File: config.mk
export PLATFORM = sky130hd
export DESIGN_NAME = rtc_bus_arbiter
export DESIGN_NICKNAME = d
export VERILOG_FILES = /design/src/rtl/rtc_bus_arbiter.sv
export SDC_FILE = /design/constraint.sdc
export NUM_CORES = 1
export LEC_CHECK = 0
export ABC_AREA = 1
export BUFFER_PORTS_ARGS = -buffer_cell sky130_fd_sc_hd__clkbuf_2
export CAP_MARGIN = 5
export CORE_MARGIN = 1
export CORE_UTILIZATION = 45
export CTS_CLUSTER_SIZE = 25
export DETAILED_ROUTE_END_ITERATION = 10
export PLACE_DENSITY = 0.7
export SYNTH_ARGS = -nofsm -noshare
export SYNTH_HDL_FRONTEND = slang
export SYNTH_SLANG_ARGS = --single-unit
File: constraint.sdc
create_clock -name clk_i -period 3.5 [get_ports clk_i]
set_input_delay 0.35 -clock clk_i [delete_from_list [all_inputs] [get_ports clk_i]]
set_output_delay 0.35 -clock clk_i [all_outputs]
set_load 0.01 [all_outputs]
File: src/rtl/rtc_bus_arbiter.sv
// rtc_bus_arbiter
// Shares the RTC serial bus between the periodic register-scan reader and the
// user time/date writer. Writes win by default. After a run of write grants
// taken while a read was waiting, one read is forced through.
//
// state   | meaning
// --------+-----------------------------------------------------------
// S_IDLE  | no owner; arbitrate when any request is high
// S_LATCH | owner granted, address/direction/data frozen
// S_START | one-cycle launch pulse to the protocol engine
// S_WAIT  | waiting for bus_done, timeout counter running
// S_DONE  | completion pulse to the owner, grant released
module rtc_bus_arbiter #(
    parameter logic [11:0] TIMEOUT    = 12'h04A,
    parameter int unsigned STARVE_LIM = 3
) (
    input  logic       clk_i,
    input  logic       rst_ni,
    input  logic       rd_req_i,
    input  logic [7:0] rd_addr_i,
    input  logic       wr_req_i,
    input  logic [7:0] wr_addr_i,
    input  logic [7:0] wr_data_i,
    input  logic       bus_done_i,
    output logic       rd_gnt_o,
    output logic       wr_gnt_o,
    output logic       bus_start_o,
    output logic       bus_rw_o,
    output logic [7:0] bus_addr_o,
    output logic [7:0] bus_wdata_o,
    output logic       rd_done_o,
    output logic       wr_done_o,
    output logic       busy_o,
    output logic       timeout_err_o
);

    // Starvation counter is at least 2 bits and wide enough to hold STARVE_LIM.
    localparam int unsigned SW = ($clog2(STARVE_LIM + 1) > 2) ? $clog2(STARVE_LIM + 1) : 2;
    localparam logic [SW-1:0] STARVE_MAX = SW'(STARVE_LIM);

    typedef enum logic [2:0] {
        S_IDLE  = 3'd0,
        S_LATCH = 3'd1,
        S_START = 3'd2,
        S_WAIT  = 3'd3,
        S_DONE  = 3'd4
    } state_e;

    state_e          state_q, state_d;
    logic            rd_gnt_q, rd_gnt_d;
    logic            wr_gnt_q, wr_gnt_d;
    logic            bus_rw_q, bus_rw_d;
    logic [7:0]      bus_addr_q, bus_addr_d;
    logic [7:0]      bus_wdata_q, bus_wdata_d;
    logic [SW-1:0]   starve_q, starve_d;
    logic [11:0]     tmo_q, tmo_d;
    logic            pick_rd;
    logic            tmo_hit;

    // Read wins only when the writer is idle or the reader has waited out the limit.
    assign pick_rd = rd_req_i && (!wr_req_i || (starve_q == STARVE_MAX));

    // A bus_done on the terminal count cycle still counts as success.
    assign tmo_hit = (tmo_q == TIMEOUT) && !bus_done_i;

    // State and datapath registers; reset parks the bus in read direction.
    always_ff @(posedge clk_i or negedge rst_ni) begin
        if (!rst_ni) begin
            state_q     <= S_IDLE;
            rd_gnt_q    <= 1'b0;
            wr_gnt_q    <= 1'b0;
            bus_rw_q    <= 1'b1;
            bus_addr_q  <= 8'h00;
            bus_wdata_q <= 8'h00;
            starve_q    <= '0;
            tmo_q       <= 12'h000;
        end else begin
            state_q     <= state_d;
            rd_gnt_q    <= rd_gnt_d;
            wr_gnt_q    <= wr_gnt_d;
            bus_rw_q    <= bus_rw_d;
            bus_addr_q  <= bus_addr_d;
            bus_wdata_q <= bus_wdata_d;
            starve_q    <= starve_d;
            tmo_q       <= tmo_d;
        end
    end

    // Next-state, arbitration, transaction capture and timeout counting.
    always_comb begin
        state_d     = state_q;
        rd_gnt_d    = rd_gnt_q;
        wr_gnt_d    = wr_gnt_q;
        bus_rw_d    = bus_rw_q;
        bus_addr_d  = bus_addr_q;
        bus_wdata_d = bus_wdata_q;
        starve_d    = starve_q;
        tmo_d       = tmo_q;

        case (state_q)
            S_IDLE: begin
                tmo_d = 12'h000;
                if (rd_req_i || wr_req_i) begin
                    state_d     = S_LATCH;
                    rd_gnt_d    = pick_rd;
                    wr_gnt_d    = !pick_rd;
                    bus_rw_d    = pick_rd;
                    bus_addr_d  = pick_rd ? rd_addr_i : wr_addr_i;
                    bus_wdata_d = pick_rd ? 8'h00 : wr_data_i;
                    if (pick_rd) begin
                        starve_d = '0;
                    end else if (rd_req_i && (starve_q != STARVE_MAX)) begin
                        starve_d = starve_q + 1'b1;
                    end
                end
            end

            S_LATCH: begin
                state_d = S_START;
            end

            S_START: begin
                state_d = S_WAIT;
                tmo_d   = 12'h000;
            end

            S_WAIT: begin
                if (bus_done_i) begin
                    state_d = S_DONE;
                end else if (tmo_hit) begin
                    state_d  = S_IDLE;
                    rd_gnt_d = 1'b0;
                    wr_gnt_d = 1'b0;
                end else begin
                    tmo_d = tmo_q + 12'd1;
                end
            end

            S_DONE: begin
                state_d  = S_IDLE;
                rd_gnt_d = 1'b0;
                wr_gnt_d = 1'b0;
                tmo_d    = 12'h000;
            end

            default: begin
                state_d  = S_IDLE;
                rd_gnt_d = 1'b0;
                wr_gnt_d = 1'b0;
                tmo_d    = 12'h000;
            end
        endcase
    end

    assign rd_gnt_o      = rd_gnt_q;
    assign wr_gnt_o      = wr_gnt_q;
    assign bus_rw_o      = bus_rw_q;
    assign bus_addr_o    = bus_addr_q;
    assign bus_wdata_o   = bus_wdata_q;
    assign busy_o        = (state_q != S_IDLE);
    assign bus_start_o   = (state_q == S_START);
    assign rd_done_o     = (state_q == S_DONE) && rd_gnt_q;
    assign wr_done_o     = (state_q == S_DONE) && wr_gnt_q;
    assign timeout_err_o = (state_q == S_WAIT) && tmo_hit;

endmodule

# == Yosys cells after proc, flatten, opt, wreduce, memory -nomap -nowiden ==
# Cells that the tools add are included.
# classes
n_addsub,2
n_eq_ne,12
muxes,17
bitwise_logic,2
reduce_logical,20
# ops
operator,count
12-bit two-way mux,2
12-bit one-hot mux with 2 select lines,1
8-bit two-way mux,2
"12-bit by 1-bit adder with 12-bit output, second input constant",1
"12-bit by 7-bit equality test with 1-bit output, second input constant",1
3-bit one-hot mux with 4 select lines,1
"2-bit inequality test, second input constant",5
3-bit two-way mux,3
"3-bit by 2-bit equality test with 1-bit output, second input constant",2
1-bit logical AND,6
1-bit one-hot mux with 3 select lines,2
3-bit AND reduction,2
1-bit two-way mux,4
2-bit two-way mux,2
2-bit AND reduction,2
4-bit AND reduction,1
"3-bit by 1-bit equality test with 1-bit output, second input constant",1
"3-bit equality test, second input constant",1
1-bit zero test,3
3-bit zero test,1
"3-bit inequality test, second input constant",1
3-bit nonzero test,1
"2-bit by 1-bit adder with 2-bit output, second input constant",1
"2-bit equality test, second input constant",1
other kinds (4),6
# totals
regBits,36
in_bits,29

# == Depth between registers and ports, before layout ==
# Gate-level depths: netlist of the first run.
# depth
depth_word,6
mapped_depth,9
depth_no_buf,9

# == Worst setup path after synthesis of the first run ==
# No wires, ideal clock.
# synth_path
path_kind,reg2out
start,register tmo_q[0]
end,output port timeout_err_o
arrival_time_ns,1.038
setup_slack_ns,2.112
stages_incl_launch_ff,7
n_path_buf,0
path_cell_list,dfrtp_1 inv_2 ha_1 nand2_1 nor2_1 nand3_2 inv_1
# synth_between
elab_chain_len,3
# synth_rtl
item,line,rtl
from (decl),56,"logic [11:0] tmo_q, tmo_d;"
from (signal assigned),85,tmo_q <= tmo_d;
12-bit by 7-bit equality test with 1-bit output,64,assign tmo_hit = (tmo_q == TIMEOUT) && !bus_done_i;
1-bit logical AND,64,
1-bit logical AND,164,assign timeout_err_o = (state_q == S_WAIT) && tmo_hit;
to (decl),34,output logic timeout_err_o
# Every way passes these cells.

# == Worst setup path after layout of the first run ==
# layout_path
start,register starve_q[0]
end,register bus_addr_q[7] (netlist: bus_addr_o[7])
# layout_between
elab_chain_len,4
# layout_rtl
item,line,rtl
from (decl),55,"logic [SW-1:0] starve_q, starve_d;"
from (signal assigned),84,starve_q <= starve_d;
2-bit equality test,61,assign pick_rd = rd_req_i && (!wr_req_i || (starve_q == STARVE_MAX));
1-bit logical OR,61,
1-bit logical AND,61,
8-bit two-way mux,108,bus_addr_d = pick_rd ? rd_addr_i : wr_addr_i;
to (signal assigned),82,bus_addr_q <= bus_addr_d;
to (decl),53,"logic [7:0] bus_addr_q, bus_addr_d;"
# Every way passes these cells.
# A chain may end at the register's enable or synchronous reset.

==> flow_summary.toml, run 1 <==
[outcome]
status = "complete, no violations"

[yosys]
netlist_area_sq_um = 1900
syn-mean-instance-area_sq_um = 7.67
synth_cell_types = 27
ys_warn_count = 0
syn_nets = 279
yosysSeqAreaShare_pct = 47.6
synth_seq_cells = 36
syn_inst = 247

[drt]
drt_wl_total_um = 4310
drc = 0
drt.antenna.violating_nets = 0
dr.pass1.iters = 4
num_vias = 1822
viasPerCell = 5.18
drt-initial-drc-count = 77
routedWlPerCell_um = 12.2

[sta]
relSlewSlack_pct = 41.2
hold_viol_final = 0
fin_skew_ns = 0.0137
hold-worst-slack_ns = 0.168
finalSetupViolCount = 0
worstMarginPinSlew_ns = 0.881
tns_ns = 0
fin_crit_ns = 1.89
min_period_over_period_pct = 53.9
rsz0062_at_grt = "no"
fmax_ghz = 0.530
slew_violations = 0

[setup_path]
rrSetupSlack_ns = 1.61
crit_type = "reg -> reg"
cp-end-kind = "flip-flop"
cp_max_fo = 18
ff2ff_path_depth = 7
r2r-start = "starve_q[0]"
critical_path_arrival_ns = 2.05
startpoint = "starve_q[0]"
required_ns = 3.66
r2r_end = "bus_addr_o[7]"
start_kind = "flip-flop"

[global_route]
antenna_found_initial = 0
grt_pass1_vias = 1725
grt_max_degree = 37
grt_overflow_total = 0
track_usage_pct = 22.0
grt_first_pass_wirelength_um = 7300

[floorplan]
fp.coreArea_sq_um = 4030
fp.dieH_um = 66.9
dieArea_sq_um = 4480
start_util_pct = 47.0
io_pins = 53
die_w_um = 66.9
row_count = 23

[power]
p_per_area_nw_per_um2 = 709
clkPwrFrac_pct = 22.1
p_seq_share_pct = 39.0
p_comb_share_pct = 38.8
p_sw_uw = 647
vdd_drop_max_v = 0.000339
p_leak_nw = 1.18
p_int_uw = 985
sw_frac_of_total_pct = 39.6

[placed_design]
place.gp.congestion = 0.840
portBuffers = 52
place.detailed.hpwl_um = 3110

[layout]
drive_above_1_share_pct = 26.8
fill_cells = 386
final_common_cell = "nand2_1"
area_growth_pct = 21.3
num_antenna_cells = 0
final_nets = 333
final_cell_mix = "nand2_1 (59), clkbuf_2 (52), dfrtp_1 (35)"

[job]
drv_cap = 0

[clock_network]
hold_buffers = 0
post_cts_buffers = 0
cts.reportedPaths.clkPinSlew_ns = 0.07
cts_buffer_depth = 2
clk-insertion-delay-late_ns = 0.29
clkSinkCount = 36
ctsResizeCount = 0
cts_root_buf = "clkbuf_8"
numCtsBuffers = 5
cts_max_level = 2
cts_tree = "yes"

[min_path]
hold_class = "in -> async"
## through the flow
stage	std cells	total power [mW]	utilization, %	area [sq um]	worst slack [ns]
2_1_floorplan	247	1.06	-	1900	2.11
3_3_place_gp	344	1.27	54.4	2190	1.67
3_5_place_dp	344	1.29	54.4	2190	1.63
4_1_cts	352	1.65	57.1	2300	1.61
5_1_grt	352	1.77	57.1	2300	1.33
6_report	352	1.63	57.1	2300	1.61
## kinds of logic (layout without fill, tap and decap cells)
| family | count (synthesis) | count (layout) | share of synthesized area [%] |
|---|---|---|---|
| AND/OR/NAND/NOR | 123 | 123 | 28.3 |
| AO/OA/AOI/OAI | 50 | 50 | 14.1 |
| flip-flops | 36 | 36 | 47.6 |
| buffers and inverters | 33 | 88 | 7.13 |
| adder cells (fa/ha/maj) | 3 | 3 | 1.98 |
| XOR/XNOR | 2 | 2 | 0.924 |
## synthesized netlist by cell type
master    instances  area share [%]
nand2_2           1            0.33
o21ai_2           3             1.4
nand2_4           1            0.59
nand3b_1          2            0.79
ha_1              3             2.0
clkbuf_1          4            0.79
nand3_1          26             6.9
o21bai_1          1            0.40
inv_2            10             2.0
buf_4             1            0.40
xor2_1            1            0.46
dfstp_2           1             1.4
nor2_2            4             1.3
xnor2_1           1            0.46
or2_1             1            0.33
buf_6             1            0.59
inv_1            17             3.4
o21ai_1          13             3.4
dfrtp_1          35              46
o21ai_0          30             7.9
nand3_2           1            0.53
o211ai_1          1            0.40
nand4_1           2            0.66
nand2_1          59              12
a21oi_1           2            0.53
nor3_1            1            0.26
nor2_1           25             5.0
## worst max-delay path, cell delays in order (launching register included)
cell and delay [ns]:
dfrtp_1 0.40, ha_1 0.20, inv_1 0.05, nand2_1 0.05
nand2_1 0.43, inv_1 0.30, o21ai_0 0.23, o21ai_0 0.10
## state kept, by name, summed over array words and instances (netlist names)
register,count
bus_wdata_o,8
wr_gnt_o,1
tmo_q,12
bus_rw_o,1
rd_gnt_o,1
bus_addr_o,8
state_q,3
starve_q,2
## final cells by class
| type | instances | area (sq um) | area share [%] |
|---|---|---|---|
| Clock buffer | 6 | 72.6 | 3.16 |
| Inverter | 27 | 101 | 4.41 |
| Timing Repair Buffer | 53 | 268 | 11.6 |
| Tap cell | 50 | 62.6 | 2.72 |
| Clock inverter | 2 | 35.0 | 1.52 |
| Sequential cell | 36 | 902 | 39.2 |
| Multi-Input combinational cell | 178 | 858 | 37.3 |
## routing by layer
metal	GRT usage [%]	vias up	routed length, um	share of wire [%]
li1	-	908	-	-
met1	25.8	865	1900	44
met5	0	-	0	0
met2	38.1	44	2140	50
met3	5.31	5	213	4.9
met4	9.04	0	53	1.2
## worst max path at each step
stage | end | slack, ns | depth (start not counted)
floorplan | timeout_err_o | 2.11 | 6
global placement | starve_q[0] | 1.67 | 8
detailed placement | starve_q[0] | 1.63 | 8
CTS | starve_q[0] | 1.61 | 8
global route | starve_q[0] | 1.33 | 8
finish | bus_addr_o[7] | 1.61 | 7
## power by group through the flow
stage / Combinational (mW) / Clock (mW) / Sequential (mW)
2_1_floorplan: 0.385 / 0 / 0.676
3_3_place_gp: 0.625 / 0 / 0.642
3_5_place_dp: 0.645 / 0 / 0.642
4_1_cts: 0.643 / 0.369 / 0.638
5_1_grt: 0.728 / 0.390 / 0.654
6_report: 0.633 / 0.361 / 0.637
No activity file was read; power rests on OpenSTA's default activity.
==> inputs of run 2 (changes only) <==
--- a/config.mk
+++ b/config.mk
@@ -5,14 +5,14 @@
 export SDC_FILE = /design/constraint.sdc
 export NUM_CORES = 1
 export LEC_CHECK = 0
-export ABC_AREA = 1
+export ABC_AREA = 0
 export BUFFER_PORTS_ARGS = -buffer_cell sky130_fd_sc_hd__clkbuf_2
 export CAP_MARGIN = 5
 export CORE_MARGIN = 1
 export CORE_UTILIZATION = 45
 export CTS_CLUSTER_SIZE = 25
 export DETAILED_ROUTE_END_ITERATION = 10
-export PLACE_DENSITY = 0.7
+export PLACE_DENSITY = 0.74
 export SYNTH_ARGS = -nofsm -noshare
 export SYNTH_HDL_FRONTEND = slang
 export SYNTH_SLANG_ARGS = --single-unit
==> constraint.sdc (replaced) <==
create_clock -name clk_i -period 1.5 [get_ports clk_i]
set_input_delay 0.15 -clock clk_i [delete_from_list [all_inputs] [get_ports clk_i]]
set_output_delay 0.15 -clock clk_i [all_outputs]
set_load 0.01 [all_outputs]
==> run 2 against run 1 <==
The flow now finishes with violations (negative setup slack). Sequential power up 130%. First-iteration DRC count up 82%. Highest routed layer unchanged. Total power is 150% higher. Worst hold slack got worse by 0.096 ns. Routed wire length down 9.3%. Clock power grew 130%. Synthesized cell count is 31% lower. Synthesized area fell by 3.8%. Sequential share of layout area shrank 2.4 points.
==> flow_summary.toml, run 2 <==
[outcome]
status = "complete, but fails checks"
violations = "negative setup slack"

[yosys]
synth_seq_cells = 36
syn_inst = 171
yosys.area_share.xor_xnor_pct = 4.80
synth-edff-count = 0
synthAdderAreaFrac_pct = 2.06
ys_top_cells_by_count = "dfrtp_1 (35), nand2_1 (16), nor2_1 (16)"
synth.area.mux_share_pct = 4.39
synth_cell_types = 44
syn-mean-instance-area_sq_um = 10.7
synth_most_common_cell = "dfrtp_1"
synth.largest_area_cell = "dfrtp_1"
synth-main-ff-cell = "dfrtp_1"
synthSimpleGateAreaFrac_pct = 22.0
syn_nets = 203
ys_warn_count = 0
synthTopCellsByArea = "dfrtp_1 (48%), mux2i_1 (4.4%), xor2_1 (4.3%), a22o_1 (3.8%), nand2_1 (3.3%)"
synth_compound_area_share_pct = 12.6
async_reset_ff_share_pct = 100
synth_top_family_by_area = "simple AND/OR/NAND/NOR gates"
netlist_area_sq_um = 1820
yosysSeqAreaShare_pct = 49.5
synth_top_area_share_pct = 48.0

[drt]
routedWlPerCell_um = 13.2
num_vias = 1549
drt-initial-drc-count = 140
drc = 0
drt_wl_total_um = 3910
dr.pass1.iters = 4
viasPerCell = 5.25
drt.antenna.violating_nets = 0

[layout]
final_nets = 278
num_antenna_cells = 0
top_register = "tmo_q"
final_cell_mix = "clkbuf_2 (51), dfrtp_1 (34), buf_4 (20)"
post-route-cell-area_sq_um = 2450
drive_above_1_share_pct = 42.1
largest_reg_flops = 12
area_growth_pct = 34.4
final_common_cell = "clkbuf_2"

[clock_network]
cts.reportedPaths.clkPinSlew_ns = 0.07
clk-insertion-delay-late_ns = 0.29
cts_tree = "yes"
cts_max_level = 2
numCtsBuffers = 5
cts_buffer_depth = 2
clkSinkCount = 36
cts_root_buf = "clkbuf_8"

[min_path]
hold_class = "in -> reg"
min-delay-start = "wr_data_i[0]"
min_to = "bus_wdata_o[0]"
holdPathStages = 2

[placed_design]
portBuffers = 52
place.detailed.hpwl_um = 2840
place_ws_ns = -0.0398
placed_cell_area_sq_um = 2240
place.gp.congestion = 0.775

[global_route]
grt_pass1_vias = 1459
antenna_found_initial = 0
grt_first_pass_wirelength_um = 6430
grt_max_degree = 26
track_usage_pct = 20.1
grt_overflow_total = 0

[power]
sw_frac_of_total_pct = 35.9
p_seq_share_pct = 36.5
p_int_mw = 2.59
vdd_drop_max_v = 0.00101
p_per_area_nw_per_um2 = 1650
p_comb_share_pct = 42.6
p_leak_nw = 1.25
p_sw_mw = 1.45
clkPwrFrac_pct = 20.9

[setup_path]
required_ns = 1.35
cp_max_fo = 2
r2r-start = "tmo_q[1]"
rrSetupSlack_ns = -0.04
crit_family = "simple AND/OR/NAND/NOR gates"
path_cells = "inv_1 > ha_2 > and3b_2 > nand3_2 > nor4_2 > buf_2"
r2r_end = "tmo_q[1]"
crit_path_max_incr_delay_ns = 0.38
critical_path_arrival_ns = 1.50
critPathSlowestCell = "dfrtp_1"
worst-path-buf-inv = 2
crit_type = "reg -> out"
start_kind = "flip-flop"
ff2ff_path_depth = 6
cp-end-kind = "output port"

[job]
drv_cap = 0

[floorplan]
die_w_um = 65.7
row_count = 22
fp.coreArea_sq_um = 3770
start_util_pct = 48.4
dieArea_sq_um = 4310
io_pins = 53
fp.dieH_um = 65.7

[sta]
fin_skew_ns = 0.00278
relSlewSlack_pct = 78.2
tns_ns = -0.224
slew_violations = 0
finalSetupViolCount = 3
hold_viol_final = 0
rsz0062_at_grt = "yes"
worstMarginPinSlew_ns = 0.327
setup_slack_ns = -0.146
fmax_ghz = 0.608
fin_crit_ns = 1.65
min_period_over_period_pct = 110
==> run 2: cell count changes in the layout (fill, tap and decap cells not counted), moves of 8 or more <==
cell,change
a22o_1,+8
inv_1,-12
nor2_1,-11
xor2_1,+8
inv_2,-10
nand2_1,-43
nand3_1,-22
mux2i_1,+8
buf_4,+19
o21ai_0,-30
==> run 2: cell families (layout without fill, tap and decap cells) <==
kind of cell	after synthesis	in the layout
and+or+nand+nor	68	68
DFF	36	36
AOI/OAI and AO/OA	31	31
buffers and inverters	15	91
xor gates and xnor gates	10	10
muxes	8	8
adders and majority gates	3	3
==> run 2: final cells by class <==
class | count | area (sq um)
Multi-Input combinational cell | 120 | 865
Tap cell | 48 | 60.1
Sequential cell | 36 | 903
Fill cell | 306 | 1320
Timing Repair Buffer | 78 | 494
Clock buffer | 5 | 68.8
Inverter | 5 | 18.8
Clock inverter | 3 | 42.5
==> run 2: worst max-delay path by stage <==
| stage | startpoint | endpoint | slack [ns] | cells after the start |
|---|---|---|---|---|
| detailed placement | tmo_q[0] | tmo_q[1] | -0.04 | 6 |
| global route | tmo_q[0] | timeout_err_o | -0.22 | 6 |
| finish | tmo_q[0] | timeout_err_o | -0.15 | 6 |
| CTS | tmo_q[0] | timeout_err_o | -0.20 | 6 |
| floorplan | tmo_q[8] | timeout_err_o | 0.005 | 3 |
| global placement | tmo_q[0] | tmo_q[1] | 0.07 | 6 |
==> run 2: timing repair <==
action | in CTS | in global routing
buffers inserted | 2 | 5
hold buffers | 1 | 0
pin swaps | 2 | 11
gates resized for setup | 5 | 9
setup endpoints to repair | 4 | 12
endpoints found under the hold margin | 9 | 0
==> run 2: metal layers <==
| layer | global-route usage (%) | up-vias | part of all wire (%) |
|---|---|---|---|
| met5 | 0 | - | 0 |
| met4 | 10.3 | 0 | 1.5 |
| met3 | 3.65 | 7 | 3.0 |
| met2 | 32.3 | 30 | 51 |
| met1 | 25.5 | 759 | 44 |
| li1 | - | 753 | - |
==> run 2: metrics by stage <==
step                      hold WS, ns  instances  power, mW  util (%)
final                          0.0720        295       4.05      65.0
after global routing           0.0618        295       4.33      65.0
after CTS                      0.0662        291       3.99      63.5
after detailed placement       0.0351        280       3.08      59.5
after global placement         0.0302        280       3.03      59.5
after floorplan                -0.146        171       2.46         -
==> run 2: power by group through the flow <==
stage / combinational (mW) / sequential, mW / clock [mW]
floorplan: 0.877 / 1.58 / 0
global placement: 1.53 / 1.51 / 0
detailed placement: 1.57 / 1.51 / 0
CTS: 1.63 / 1.49 / 0.870
global route: 1.90 / 1.53 / 0.907
finish: 1.72 / 1.48 / 0.847
